### config.mk
export PLATFORM = sky130hd
export DESIGN_NAME = cdb_writeback
export DESIGN_NICKNAME = d
export VERILOG_FILES = /design/src/rtl/cdb_writeback.sv
export SDC_FILE = /design/constraint.sdc
export NUM_CORES = 1
export LEC_CHECK = 0
export ABC_AREA = 0
export BUFFER_PORTS_ARGS = -buffer_cell sky130_fd_sc_hd__buf_2
export CORE_MARGIN = 1.5
export CORE_UTILIZATION = 50
export DETAILED_ROUTE_END_ITERATION = 16
export PLACE_DENSITY = 0.78
export SLEW_MARGIN = 20
export SYNTH_ARGS = -nofsm -noshare
export SYNTH_HDL_FRONTEND = slang
export SYNTH_SLANG_ARGS = --single-unit
### constraint.sdc
create_clock -name clk -period 6.8 [get_ports clk]
set_clock_uncertainty 0.15 [all_clocks]
set_input_delay 0.34 -clock clk [delete_from_list [all_inputs] [get_ports clk]]
set_output_delay 0.34 -clock clk [all_outputs]
set_load 0.03 [all_outputs]
### src/rtl/cdb_writeback.sv
// -----------------------------------------------------------------------------
// cdb_writeback
//
// Write-back end of the execution stage. Completed results from the two
// add/sub units and the mul/div unit are queued in small per-unit FIFOs and
// then arbitrated round-robin onto the single common data bus (CDB). One
// tag/value pair is broadcast per cycle. The broadcasting unit receives a
// one-cycle free pulse so dispatch may reuse it.
//
// Ports
//   clk, rst_n                 clock, synchronous active-low reset
//   add0_valid/tag/value       result from add/sub unit 0
//   add0_ready                 add0 buffer has space (count < DEPTH)
//   add1_* , mdu_*             same, for add/sub unit 1 and the mul/div unit
//   cdb_hold                   consumers stall; no broadcast this cycle
//   cdb_valid/tag/value        registered broadcast
//   cdb_src                    broadcasting source: 0 add0, 1 add1, 2 mdu
//   add0_free/add1_free/mdu_free  one-cycle pulse aligned with cdb_valid
//   err_overflow               sticky; a result arrived while its buffer was full
// -----------------------------------------------------------------------------
module cdb_writeback #(
  parameter int DATA_W = 32,
  parameter int TAG_W  = 4,
  parameter int DEPTH  = 2
) (
  input  logic              clk,
  input  logic              rst_n,
  input  logic              add0_valid,
  input  logic [TAG_W-1:0]  add0_tag,
  input  logic [DATA_W-1:0] add0_value,
  output logic              add0_ready,
  input  logic              add1_valid,
  input  logic [TAG_W-1:0]  add1_tag,
  input  logic [DATA_W-1:0] add1_value,
  output logic              add1_ready,
  input  logic              mdu_valid,
  input  logic [TAG_W-1:0]  mdu_tag,
  input  logic [DATA_W-1:0] mdu_value,
  output logic              mdu_ready,
  input  logic              cdb_hold,
  output logic              cdb_valid,
  output logic [TAG_W-1:0]  cdb_tag,
  output logic [DATA_W-1:0] cdb_value,
  output logic [1:0]        cdb_src,
  output logic              add0_free,
  output logic              add1_free,
  output logic              mdu_free,
  output logic              err_overflow
);

  localparam int NSRC  = 3;
  localparam int PTR_W = (DEPTH > 1) ? $clog2(DEPTH) : 1;
  localparam int CNT_W = $clog2(DEPTH + 1);

  // Round-robin successor over the three sources; encoding 3 is never produced.
  function automatic logic [1:0] next_src(input logic [1:0] s);
    return (s == 2'd2) ? 2'd0 : s + 2'd1;
  endfunction

  logic [NSRC-1:0]   src_valid;
  logic [NSRC-1:0]   src_ready;
  logic [NSRC-1:0]   nonempty;
  logic [NSRC-1:0]   push;
  logic [NSRC-1:0]   pop;
  logic [TAG_W-1:0]  src_tag   [NSRC];
  logic [DATA_W-1:0] src_value [NSRC];

  logic [TAG_W-1:0]  tag_mem [NSRC][DEPTH];
  logic [DATA_W-1:0] val_mem [NSRC][DEPTH];
  logic [PTR_W-1:0]  wr_ptr  [NSRC];
  logic [PTR_W-1:0]  rd_ptr  [NSRC];
  logic [CNT_W-1:0]  count   [NSRC];

  logic              grant_vld;
  logic [1:0]        grant_idx;
  logic [1:0]        cand;
  logic [3:0]        nonempty_x;
  logic [TAG_W-1:0]  head_tag;
  logic [DATA_W-1:0] head_value;

  logic [1:0]        rr_p0;
  logic              cdb_vld_p1;
  logic [TAG_W-1:0]  cdb_tag_p1;
  logic [DATA_W-1:0] cdb_value_p1;
  logic [1:0]        cdb_src_p1;
  logic [NSRC-1:0]   free_p1;
  logic              err_p1;

  assign src_valid    = {mdu_valid, add1_valid, add0_valid};
  assign src_tag[0]   = add0_tag;
  assign src_tag[1]   = add1_tag;
  assign src_tag[2]   = mdu_tag;
  assign src_value[0] = add0_value;
  assign src_value[1] = add1_value;
  assign src_value[2] = mdu_value;

  // Ready comes from the registered count only, so a full buffer never
  // accepts even if it is being popped in the same cycle.
  always_comb begin
    src_ready = '0;
    nonempty  = '0;
    for (int i = 0; i < NSRC; i++) begin
      src_ready[i] = (count[i] < CNT_W'(DEPTH));
      nonempty[i]  = (count[i] != '0);
    end
  end

  assign push       = src_valid & src_ready;
  assign nonempty_x = {1'b0, nonempty};

  // First non-empty buffer at or after the round-robin pointer.
  always_comb begin
    grant_vld = 1'b0;
    grant_idx = 2'd0;
    cand      = rr_p0;
    for (int k = 0; k < NSRC; k++) begin
      if (!grant_vld && nonempty_x[cand]) begin
        grant_vld = 1'b1;
        grant_idx = cand;
      end
      cand = next_src(cand);
    end
  end

  assign pop = (grant_vld && !cdb_hold) ? (3'b001 << grant_idx) : 3'b000;

  always_comb begin
    head_tag   = '0;
    head_value = '0;
    for (int i = 0; i < NSRC; i++) begin
      if (grant_idx == 2'(i)) begin
        head_tag   = tag_mem[i][rd_ptr[i]];
        head_value = val_mem[i][rd_ptr[i]];
      end
    end
  end

  // ---- stage p0: per-source buffer control ----
  always_ff @(posedge clk) begin
    if (!rst_n) begin
      for (int i = 0; i < NSRC; i++) begin
        wr_ptr[i] <= '0;
        rd_ptr[i] <= '0;
        count[i]  <= '0;
      end
    end else begin
      for (int i = 0; i < NSRC; i++) begin
        if (push[i]) wr_ptr[i] <= wr_ptr[i] + PTR_W'(1);
        if (pop[i])  rd_ptr[i] <= rd_ptr[i] + PTR_W'(1);
        case ({push[i], pop[i]})
          2'b10:   count[i] <= count[i] + CNT_W'(1);
          2'b01:   count[i] <= count[i] - CNT_W'(1);
          default: count[i] <= count[i];
        endcase
      end
    end
  end

  // Buffer storage carries no reset; emptiness is tracked by count alone.
  always_ff @(posedge clk) begin
    for (int i = 0; i < NSRC; i++) begin
      if (push[i]) begin
        tag_mem[i][wr_ptr[i]] <= src_tag[i];
        val_mem[i][wr_ptr[i]] <= src_value[i];
      end
    end
  end

  // ---- stage p1: CDB broadcast register ----
  always_ff @(posedge clk) begin
    if (!rst_n) begin
      rr_p0        <= 2'd0;
      cdb_vld_p1   <= 1'b0;
      cdb_tag_p1   <= '0;
      cdb_value_p1 <= '0;
      cdb_src_p1   <= 2'd0;
      free_p1      <= '0;
      err_p1       <= 1'b0;
    end else begin
      err_p1 <= err_p1 | (|(src_valid & ~src_ready));
      if (grant_vld && !cdb_hold) begin
        cdb_vld_p1   <= 1'b1;
        cdb_tag_p1   <= head_tag;
        cdb_value_p1 <= head_value;
        cdb_src_p1   <= grant_idx;
        free_p1      <= pop;
        rr_p0        <= next_src(grant_idx);
      end else begin
        // Tag/value/src keep their last broadcast values.
        cdb_vld_p1 <= 1'b0;
        free_p1    <= '0;
      end
    end
  end

  assign add0_ready   = src_ready[0];
  assign add1_ready   = src_ready[1];
  assign mdu_ready    = src_ready[2];
  assign cdb_valid    = cdb_vld_p1;
  assign cdb_tag      = cdb_tag_p1;
  assign cdb_value    = cdb_value_p1;
  assign cdb_src      = cdb_src_p1;
  assign add0_free    = free_p1[0];
  assign add1_free    = free_p1[1];
  assign mdu_free     = free_p1[2];
  assign err_overflow = err_p1;

endmodule

==> qor.yml <==
power:
  p_clk_share_pct: 29.2
  intPower_mw: 3.40
  power_density_nw_per_um2: 355
  seq_power_share_pct: 45.6
  power.net_switching_mw: 1.56
  swShare_pct: 31.5
  power.leakage_nw: 5.00
  peakVddDrop_mv: 0.291
  combPwrFrac_pct: 25.3
sta:
  fin_crit_ps: 3380
  post-route-period-util_pct: 49.8
  hold_violations: 0
  finalSetupViolations: 0
  setup_ws_ps: 3420
  grt_setup_unrepaired: "no"
  tns_ps: 0
  worst_pin_slew_ps: 1060
  slew_headroom_pct: 29.1
  slew_viol_final: 0
  fmax_ghz: 0.295
min_path:
  worstHoldStart: "add1_valid"
  holdCritPathClass: "input port to flip-flop"
  hold_depth: 3
  min_to: "err_overflow$_SDFF_PN0_"
grt:
  gr-usage-all-layers_pct: 23.5
  grt_pass1_wl_microns: 40300
  grt_pass1_vias: 7359
  overflow: 0
  antenna_found_initial: 0
  grt_max_degree: 58
drt:
  wl_per_cell_microns: 21.1
  antenna_left: 0
  totalWireLength_microns: 26700
  viasPerCell: 5.74
  firstDrtPassIters: 5
  dr_total_vias: 7258
  drcViolationCount: 0
  drtIter0Drc: 573
clock_tree:
  cts.htree.levels: 1
  numCtsBuffers: 27
  clkSinkCount: 273
  hold_buffers: 109
  clk_latency_ps: 540
  postCtsResizedCells: 0
  clkSlewWorstSetupHoldPaths_ps: 60
  postCtsSetupRepairBufs: 0
  tritoncts: "built"
  cts_max_path_buffers: 3
  clock-root-buffer: "clkbuf_16"
yosys:
  ys_seq_area_share_pct: 70.4
  yosys.area.top_type: "edfxtp_1"
  yosys.area.top_type_share_pct: 62.2
  syn_area_per_cell_sq_um: 15.5
  yosysWarningCount: 0
  synth_nets: 831
  syn_inst: 710
  synth-seq-cells: 273
  synthesis.area_sq_um: 11000
  synthTopCellsByArea: "edfxtp_1, dfxtp_1, a2111oi_2, nor2b_1, mux2_2"
  synth_cell_types: 47
run_status:
  outcome: "finished clean"
floorplanning:
  die_x_microns: 151
  core_sq_um: 21700
  ioPinCount: 160
  initial_core_util_pct: 50.7
  fp-row-count: 54
  die_h_microns: 151
  die_area_sq_um: 22900
critical_path:
  rrSetupSlack_ps: 3420
  r2r-start: "count[2][0]$_DFFE_PP_"
  setup.worst_path.end_class: "flip-flop"
  cp_max_fo: 38
  cp.arrival_ps: 3510
  cp-start-kind: "flip-flop"
  worstRegToRegCells: 8
  crit_type: "flip-flop to flip-flop"
  r2r_end: "count[2][1]$_DFFE_PP_"
  cp.required_ps: 6930
final_layout:
  diodes: 0
  layout.nets: 1085
  fin_util_pct: 64.4
  syn_to_final_growth_pct: 27.1
  drive_above_1_share_pct: 29.6
placement:
  portBuffers: 159
  pre_cts_slack_ps: 3200
  gp_congestion: 0.779
  dp_hpwl_microns: 15600
job:
  max-cap-violations: 0
-- stage by stage --
step,std cells,power [mW],area (sq um),hold slack (ps)
2_1_floorplan,710,3.12,11000,289
3_3_place_gp,1105,3.44,12000,305
3_5_place_dp,1106,3.49,12000,316
4_1_cts,1265,4.96,14000,26.6
5_1_grt,1265,5.16,14000,74.6
6_report,1265,4.96,14000,40.9
-- logic make-up (layout without fill, tap and decap cells) --
kind of cell	count (synthesis)	after routing	synth area share [%]
flip-flops	273	273	70.4
buffers and inverters	66	341	2.83
multiplexers	42	42	4.20
AO/OA/AOI/OAI	133	133	12.2
adder cells (fa/ha/maj)	7	7	0.796
XOR/XNOR	4	4	0.318
AND/OR/NAND/NOR	185	185	9.19
-- worst max-delay path by stage --
| stage | start | cells after the start | slack [ps] | to |
|---|---|---|---|---|
| after CTS | count[2][0]$_DFFE_PP_ | 8 | 3440 | count[2][1]$_DFFE_PP_ |
| final | count[2][0]$_DFFE_PP_ | 8 | 3420 | count[2][1]$_DFFE_PP_ |
| after floorplan | count[0][1]$_SDFFCE_PP0P_ | 4 | 3780 | tag_mem[0][4]$_DFFE_PP_ |
| after global placement | rst_n | 6 | 3350 | cdb_tag[3]$_SDFFE_PN0N_ |
| after global routing | count[2][1]$_DFFE_PP_ | 8 | 3240 | count[2][1]$_DFFE_PP_ |
| after detailed placement | rst_n | 6 | 3200 | cdb_tag[3]$_SDFFE_PN0N_ |
-- state kept, by name (all words and copies together), names as in the netlist, 3 cells and up --
register,count
wr_ptr,3
free_p1,3
rd_ptr,3
cdb_value,32
count,6
tag_mem,24
val_mem,192
cdb_tag,4
-- cell type report --
cell class | count | area [sq um]
Tap cell | 280 | 350
Clock buffer | 43 | 806
Sequential cell | 273 | 7750
Fill cell | 1534 | 7710
Clock inverter | 7 | 62.6
Inverter | 12 | 45.0
Multi-Input combinational cell | 371 | 2980
Timing Repair Buffer | 279 | 1980
-- power by group through the flow --
stage / logic (mW) / registers [mW] / clock network (mW)
global placement: 1.17 / 2.28 / 0
global route: 1.35 / 2.28 / 1.52
detailed placement: 1.20 / 2.29 / 0
floorplan: 0.745 / 2.38 / 0
finish: 1.25 / 2.26 / 1.45
CTS: 1.25 / 2.26 / 1.45
-- critical path, stage by stage (launching register included) --
cell      delay (ps)
edfxtp_1         360
inv_1             50
ha_1             300
a21oi_2          260
o311a_2          810
nand2b_1         310
ha_1             400
or3_1            320
and3_1           170
-- metal layers --
layer	track usage [%]	up-vias	routed length, microns
met4	8.88	0	952
met5	0	-	0
met1	30.6	3550	10800
li1	-	3326	-
met3	3.58	62	1770
met2	39.7	320	13200
-- synth_stat cells, drive strengths merged --
cell / count
a2111oi: 34
a21boi: 3
a21o: 1
a21oi: 6
a221oi: 33
a22o: 2
a22oi: 1
a32o: 3
and2: 8
and3: 2
buf: 28
clkbuf: 26
dfxtp: 45
edfxtp: 228
ha: 7
inv: 12
mux2: 33
mux2i: 9
nand2: 12
nand2b: 4
nand3: 69
nor2: 16
nor2b: 70
o211ai: 1
o21ai: 4
o21ba: 1
o21bai: 2
o311a: 2
o311ai: 33
o31a: 2
o31ai: 5
or2: 1
or3: 2
or4: 1
xnor2: 4
-- layout by cell type (no fill, tap or decap), types with 4 or more instances in the layout --
| cell | Yosys | final |
|---|---|---|
| o311ai_1 | 30 | 30 |
| nand2_1 | 12 | 12 |
| clkbuf_16 | 0 | 27 |
| a21oi_1 | 5 | 5 |
| mux2_2 | 33 | 33 |
| clkbuf_8 | 0 | 7 |
| nand2b_1 | 4 | 4 |
| clkbuf_1 | 23 | 9 |
| a221oi_1 | 33 | 33 |
| and2_1 | 8 | 5 |
| clkinv_2 | 0 | 4 |
| a2111oi_2 | 31 | 31 |
| buf_4 | 5 | 10 |
| inv_1 | 12 | 12 |
| nor2b_1 | 70 | 69 |
| o31ai_1 | 4 | 4 |
| nand3_1 | 69 | 69 |
| mux2i_1 | 9 | 9 |
| nor2_1 | 14 | 11 |
| dlygate4sd3_1 | 0 | 109 |
| nor2_4 | 0 | 4 |
| ha_1 | 7 | 7 |
| dfxtp_1 | 45 | 45 |
| xnor2_1 | 4 | 4 |
| buf_2 | 15 | 159 |
| edfxtp_1 | 228 | 228 |
(Power assumes the default switching activity.)
